===== config.mk =====
export PLATFORM = sky130hd
export DESIGN_NAME = text_term_writer
export DESIGN_NICKNAME = d
export VERILOG_FILES = /design/src/rtl/text_term_writer.sv
export SDC_FILE = /design/constraint.sdc
export NUM_CORES = 1
export LEC_CHECK = 0
export BUFFER_PORTS_ARGS = -buffer_cell sky130_fd_sc_hd__buf_2
export CORE_MARGIN = 1
export CORE_UTILIZATION = 50
export DETAILED_ROUTE_END_ITERATION = 12
export PLACE_DENSITY = 0.76
export REMOVE_ABC_BUFFERS = 1
export SETUP_SLACK_MARGIN = 0.5
export SYNTH_ARGS = -nofsm -noshare
export SYNTH_HDL_FRONTEND = slang
export SYNTH_SLANG_ARGS = --single-unit

===== constraint.sdc =====
create_clock -name clk -period 2.7 [get_ports clk]
set_input_delay 0.405 -clock clk [delete_from_list [all_inputs] [get_ports clk]]
set_output_delay 0.405 -clock clk [all_outputs]
set_load 0.05 [all_outputs]

===== src/rtl/text_term_writer.sv =====
// text_term_writer: character terminal engine feeding the VRAM write port.
// Interprets a byte stream (printables, CR, LF, BS, TAB, FF), tracks the
// cursor, scrolls by advancing top_row and clears rows/screen with blank cells.
// Optional feature macro: TERM_ATTR_ESC_EN (ESC <attr> sets the write attribute).
module text_term_writer #(
  parameter int         COLS     = 80,
  parameter int         ROWS     = 30,
  parameter int         ADDR_W   = 13,
  parameter logic [7:0] DEF_ATTR = 8'h0F,
  parameter int         TAB_W    = 8
) (
  input  logic              clk,
  input  logic              rst,
  input  logic [7:0]        in_data,
  input  logic              in_valid,
  output logic              in_ready,
  output logic              vram_we,
  output logic [ADDR_W-1:0] vram_addr,
  output logic [15:0]       vram_wdata,
  input  logic              vram_wready,
  output logic [4:0]        top_row,
  output logic [ADDR_W-1:0] cursor_addr,
  output logic              busy
);

  localparam int COL_W = $clog2(COLS);
  localparam int ROW_W = 5;

  localparam logic [ADDR_W-1:0] COLS_A    = ADDR_W'(COLS);
  localparam logic [ADDR_W-1:0] LAST_BASE = ADDR_W'((ROWS - 1) * COLS);
  localparam logic [ADDR_W-1:0] LAST_CELL = ADDR_W'(ROWS * COLS - 1);
  localparam logic [ADDR_W-1:0] LAST_LCOL = ADDR_W'(COLS - 1);
  localparam logic [COL_W-1:0]  MAX_COL   = COL_W'(COLS - 1);
  localparam logic [ROW_W-1:0]  MAX_ROW   = ROW_W'(ROWS - 1);
  localparam logic [15:0]       CLR_WORD  = {DEF_ATTR, 8'h20};

`ifdef TERM_ATTR_ESC_EN
  typedef enum logic [2:0] {IDLE, PUT, CLRLINE, CLS, ESC} state_t;
`else
  typedef enum logic [2:0] {IDLE, PUT, CLRLINE, CLS} state_t;
`endif

  state_t state, state_n;

  logic [COL_W-1:0]  col, col_n;
  logic [ROW_W-1:0]  row, row_n;
  logic [ROW_W-1:0]  top_r, top_n;
  logic [ADDR_W-1:0] prow_base, base_n;   // physical row index * COLS of cursor row
  logic [ADDR_W-1:0] clr_cnt, cnt_n;
  logic              pend_clr, pend_n;    // PUT wrapped off the bottom row
  logic              we_n;
  logic [ADDR_W-1:0] addr_n;
  logic [15:0]       wdata_n;
  logic              rdy_n, busy_n;
  logic [7:0]        attr;

  logic              accept;
  logic              scroll;
  logic [ROW_W-1:0]  row_nl, top_nl;
  logic [ADDR_W-1:0] base_nl, cur_addr;

`ifdef TERM_ATTR_ESC_EN
  logic [7:0] attr_n;
`else
  assign attr = DEF_ATTR;
`endif

  // Next tab stop after column c, saturated at the last column.
  function automatic logic [COL_W-1:0] tab_stop(input logic [COL_W-1:0] c);
    logic [COL_W:0] nxt;
    nxt = ({1'b0, c} | (COL_W + 1)'(TAB_W - 1)) + (COL_W + 1)'(1);
    if (nxt > {1'b0, MAX_COL}) return MAX_COL;
    return nxt[COL_W-1:0];
  endfunction

  assign accept   = in_valid && in_ready;
  assign scroll   = (row == MAX_ROW);
  assign row_nl   = scroll ? row : row + ROW_W'(1);
  assign top_nl   = scroll ? ((top_r == MAX_ROW) ? '0 : top_r + ROW_W'(1)) : top_r;
  assign base_nl  = (prow_base == LAST_BASE) ? '0 : prow_base + COLS_A;
  assign cur_addr = prow_base + ADDR_W'(col);
  assign top_row  = top_r;

  // Next-state, cursor and VRAM write request decode.
  always_comb begin
    state_n = state;
    col_n   = col;
    row_n   = row;
    top_n   = top_r;
    base_n  = prow_base;
    cnt_n   = clr_cnt;
    pend_n  = pend_clr;
    we_n    = vram_we;
    addr_n  = vram_addr;
    wdata_n = vram_wdata;
`ifdef TERM_ATTR_ESC_EN
    attr_n  = attr;
`endif
    unique case (state)
      IDLE: begin
        if (accept) begin
          if (in_data >= 8'h20 && in_data <= 8'h7E) begin
            state_n = PUT;
            we_n    = 1'b1;
            addr_n  = cur_addr;
            wdata_n = {attr, in_data};
            if (col == MAX_COL) begin
              col_n  = '0;
              row_n  = row_nl;
              top_n  = top_nl;
              base_n = base_nl;
              pend_n = scroll;
            end else begin
              col_n = col + COL_W'(1);
            end
          end else begin
            unique case (in_data)
              8'h0D: col_n = '0;
              8'h0A: begin
                row_n  = row_nl;
                top_n  = top_nl;
                base_n = base_nl;
                if (scroll) begin
                  state_n = CLRLINE;
                  we_n    = 1'b1;
                  addr_n  = base_nl;
                  wdata_n = CLR_WORD;
                  cnt_n   = '0;
                end
              end
              8'h08: if (col != '0) col_n = col - COL_W'(1);
              8'h09: col_n = tab_stop(col);
              8'h0C: begin
                state_n = CLS;
                we_n    = 1'b1;
                addr_n  = '0;
                wdata_n = CLR_WORD;
                cnt_n   = '0;
              end
`ifdef TERM_ATTR_ESC_EN
              8'h1B: state_n = ESC;
`endif
              default: ;
            endcase
          end
        end
      end
      PUT: begin
        if (vram_we && vram_wready) begin
          if (pend_clr) begin
            state_n = CLRLINE;
            pend_n  = 1'b0;
            addr_n  = prow_base;
            wdata_n = CLR_WORD;
            cnt_n   = '0;
          end else begin
            state_n = IDLE;
            we_n    = 1'b0;
          end
        end
      end
      CLRLINE: begin
        if (!vram_we) begin
          we_n = 1'b1;
        end else if (vram_wready) begin
          if (addr_n == vram_addr && clr_cnt == LAST_LCOL) begin
            state_n = IDLE;
            we_n    = 1'b0;
          end else begin
            addr_n = vram_addr + ADDR_W'(1);
            cnt_n  = clr_cnt + ADDR_W'(1);
          end
        end
      end
      CLS: begin
        if (!vram_we) begin
          we_n    = 1'b1;
          addr_n  = '0;
          wdata_n = CLR_WORD;
          cnt_n   = '0;
        end else if (vram_wready) begin
          if (clr_cnt == LAST_CELL) begin
            state_n = IDLE;
            we_n    = 1'b0;
            col_n   = '0;
            row_n   = '0;
            top_n   = '0;
            base_n  = '0;
          end else begin
            addr_n = vram_addr + ADDR_W'(1);
            cnt_n  = clr_cnt + ADDR_W'(1);
          end
        end
      end
`ifdef TERM_ATTR_ESC_EN
      ESC: begin
        if (accept) begin
          attr_n  = in_data;
          state_n = IDLE;
        end
      end
`endif
      default: state_n = CLS;
    endcase

`ifdef TERM_ATTR_ESC_EN
    rdy_n  = (state_n == IDLE) || (state_n == ESC);
`else
    rdy_n  = (state_n == IDLE);
`endif
    busy_n = (state_n == CLS) || (state_n == CLRLINE);
  end

  // State register; reset parks the engine in CLS so the screen is wiped.
  always_ff @(posedge clk) begin
    if (rst) state <= CLS;
    else     state <= state_n;
  end

  // Cursor, scroll and VRAM port registers.
  always_ff @(posedge clk) begin
    if (rst) begin
      col         <= '0;
      row         <= '0;
      top_r       <= '0;
      prow_base   <= '0;
      clr_cnt     <= '0;
      pend_clr    <= 1'b0;
      vram_we     <= 1'b0;
      vram_addr   <= '0;
      vram_wdata  <= '0;
      in_ready    <= 1'b0;
      busy        <= 1'b1;
      cursor_addr <= '0;
`ifdef TERM_ATTR_ESC_EN
      attr        <= DEF_ATTR;
`endif
    end else begin
      col         <= col_n;
      row         <= row_n;
      top_r       <= top_n;
      prow_base   <= base_n;
      clr_cnt     <= cnt_n;
      pend_clr    <= pend_n;
      vram_we     <= we_n;
      vram_addr   <= addr_n;
      vram_wdata  <= wdata_n;
      in_ready    <= rdy_n;
      busy        <= busy_n;
      cursor_addr <= cur_addr;
`ifdef TERM_ATTR_ESC_EN
      attr        <= attr_n;
`endif
    end
  end

endmodule


==> flow_metrics.tcl <==
set metrics [dict create \
    status "finished clean" \
    dr.first_iter.drc_count 558 \
    skew_ps 15.8 \
    powerDensity_nw_per_um2 381 \
    n_antenna_cell 0 \
    yosysWarnings 0 \
    slew_headroom 0.540 \
    areaGrowthSynthToFinish_pct 19.9 \
    vias_per_cell 6.53 \
    min_path_type "in2reg" \
    cts.clk_slew.worst_paths_ps 80 \
    final.min_clock_period_ps 2320 \
    dp_cells 879 \
    wl_met1_um 7230 \
    yosys.area.top_type "dfxtp_1" \
    rsz0062_at_grt "yes" \
    clock_latency_ps 380 \
    wl_per_cell_um 18.8 \
    fin_crit_sh 0.859 \
    crit_family "simple AND/OR/NAND/NOR gates" \
    async_reset_ff_frac 0 \
    cts-root-buf "clkbuf_8" \
    arrival_ps 2620 \
    worst_path_largest_cell_delay_ps 570 \
    postLayoutSetupSlackWorst_ps 380 \
    die-area_um2 11500 \
    pin_count 62 \
    die_h_um 107 \
    drt_wl_total_um 17100 \
    seq_area_frac_synth 0.309 \
    postSynthAreaPerCell_um2 7.85 \
    start_util 0.525 \
    synth-main-ff-cell "dfxtp_1" \
    fmax_mhz 431 \
    gr-total-overflow 0 \
    core_area_um2 10500 \
    synth-edff-count 0 \
    slew_viol_final 0 \
    hold_slack_ps 407 \
    setup-tns-final_ps 0 \
    wl_met3_um 1270 \
    synth.ff_latch_count 85 \
    fp-row-count 37 \
    drive_above_1_share 0.257 \
    final_antenna_net_count 0 \
    cts.sinks 85 \
    yosys.area.top_type_share 0.309 \
    die_x_um 107 \
    wl_met2_um 8000 \
    grt_pass1_wl_um 27300 \
    dr.pass1.iters 7 \
    drv_cap 0 \
    syn_area_um2 5520 \
    critPathKind "reg2reg" \
    top_layer "met4" \
    grt_pass1_vias 5424 \
    cts_tree "yes" \
    gp_congestion 0.988 \
    synthesis.instances 703 \
    worst-endpoint-required_ps 3010 \
    nets 804 \
    vias 5949 \
    crit_chain "or4b_4 -> or4_4 -> nor3_4 -> a31oi_4 -> or4_1 -> a21oi_1" \
    port_buffers 57 \
    cp_slowest_cell "or4b_4" \
    crit_path_max_fanout 10 \
    critPathLaunchType "register" \
    hold_violations 0 \
    cts_buffers 9 \
    p_leak_nw 2.51 \
    fin_cells 911 \
    tightest_slew_ps 684 \
    antenna_found_initial 0 \
    synth_cell_types 79 \
    yosys-top-cells-area "dfxtp_1 (31%), nor2_1 (4.8%), ha_1 (4.5%), nand3_1 (4.4%), a21oi_1 (4.4%)" \
    setup_viol 0 \
    route.detailed.drc 0 \
    htree_levels 3 \
    grt_start_max_net_pins 33 \
    path_buf_inv 0 \
    crit_path_end_kind "register" \
    grt_util_all_layers 0.300 \
    ir_drop_mv 0.309 \
    dp_slack_ps 158 \
    dp_hpwl_um 11900 \
    clk_path_buf_depth 2 \
]
metal layers:
layer | global-route usage | vias to the layer above
li1 | - | 2762
met1 | 0.386 | 2812
met2 | 0.494 | 309
met3 | 0.0486 | 66
met4 | 0.131 | 0
met5 | 0 | -
power breakdown:
| group | internal (W) | switching, W | leakage (nW) |
|---|---|---|---|
| combinational | 0.000108 | 0.000284 | 1.73 |
| clock | 0.000351 | 0.000471 | 0.0812 |
| sequential | 0.00127 | 0.0000323 | 0.697 |
| total | 0.00173 | 0.000787 | 2.51 |
state kept, by name, summed over array words and instances (netlist names), 3 cells and up:
register     cells
clr_cnt         13
cursor_addr     13
prow_base       13
vram_addr       13
vram_wdata       9
col              7
row              5
top_row          5
state            3
area by class of cell:
class | count | area, um^2
clock inverters | 4 | 25.0
clock buffers | 11 | 141
repair buffers | 101 | 634
well taps | 136 | 170
multi-input cells | 551 | 3820
flip-flops and latches | 85 | 1740
inverters | 23 | 86.3
fillers | 925 | 3890
metrics by stage:
stage	area, um^2	util	total power (W)
global route	6620	0.629	0.00260
global placement	5960	0.567	0.00169
CTS	6370	0.606	0.00250
floorplan	5300	-	0.00157
detailed placement	5960	0.567	0.00170
finish	6620	0.629	0.00252
cell families (layout without fill, tap and decap cells):
kind of cell | after synthesis | in the layout | share of synthesized area
compound gates | 198 | 198 | 0.248
flops | 85 | 85 | 0.309
other cells | 1 | 5 | 0.000680
xor+xnor | 27 | 27 | 0.0429
fa+ha+maj | 21 | 21 | 0.0490
buf+inv | 71 | 139 | 0.0569
mux | 9 | 9 | 0.0166
simple gates | 291 | 291 | 0.278
placed cells by master, fill, tap and decap left out, types with 7 or more instances in the layout:
cell / instances
nor2_1: 68
dfxtp_1: 66
buf_2: 57
nand2_1: 50
nand3_1: 46
a21oi_1: 45
buf_4: 39
inv_1: 23
o21ai_0: 21
xnor2_1: 16
nand4_1: 15
dfxtp_2: 15
or3_1: 14
ha_1: 13
o21ai_1: 11
nor3_1: 11
o31ai_1: 11
xor2_1: 10
and3_1: 10
or4_1: 10
clkbuf_8: 10
nor2b_1: 8
mux2i_1: 8
a211oi_1: 8
and2_1: 7
o22ai_1: 7
worst reg2reg max path, cell delays in order, from the launching register on:
cell     delay [ps]
dfxtp_2         340
or4b_4          570
or4_4           480
nor3_4          180
a31oi_4         100
or4_1           440
a21oi_1         140
final timing paths:
check,slack [ps],start,end,cells after the start
setup reg to reg,380,clr_cnt[12],row[1],6
setup / recovery,380,clr_cnt[12],row[1],6
hold reg to reg,490,row[0],row[0],1
hold / removal,410,in_data[4],vram_wdata[4],4
cells in the mapped netlist (7+ instances only):
library cell / count
xnor2_1: 16
buf_4: 7
dfxtp_1: 85
o22ai_1: 7
nand2_1: 50
and3_1: 12
nand4_1: 15
inv_1: 23
o31ai_1: 11
a21oi_1: 48
clkbuf_1: 25
buf_2: 11
nand3_1: 49
a211oi_1: 13
nor2b_1: 8
nor3_1: 13
o21ai_0: 24
ha_1: 20
nor2_1: 71
or3_1: 14
o41ai_1: 7
or4_1: 12
xor2_1: 11
mux2i_1: 8
and2_1: 7
o21ai_1: 10
timing repair:
item	CTS	global route
hold buffers	0	0
resized for setup	43	53
pin swaps	11	12
endpoints found under the setup margin	47	55
gates cloned	0	2
setup buffers	12	3
No activity file was read; power rests on OpenSTA's default activity.
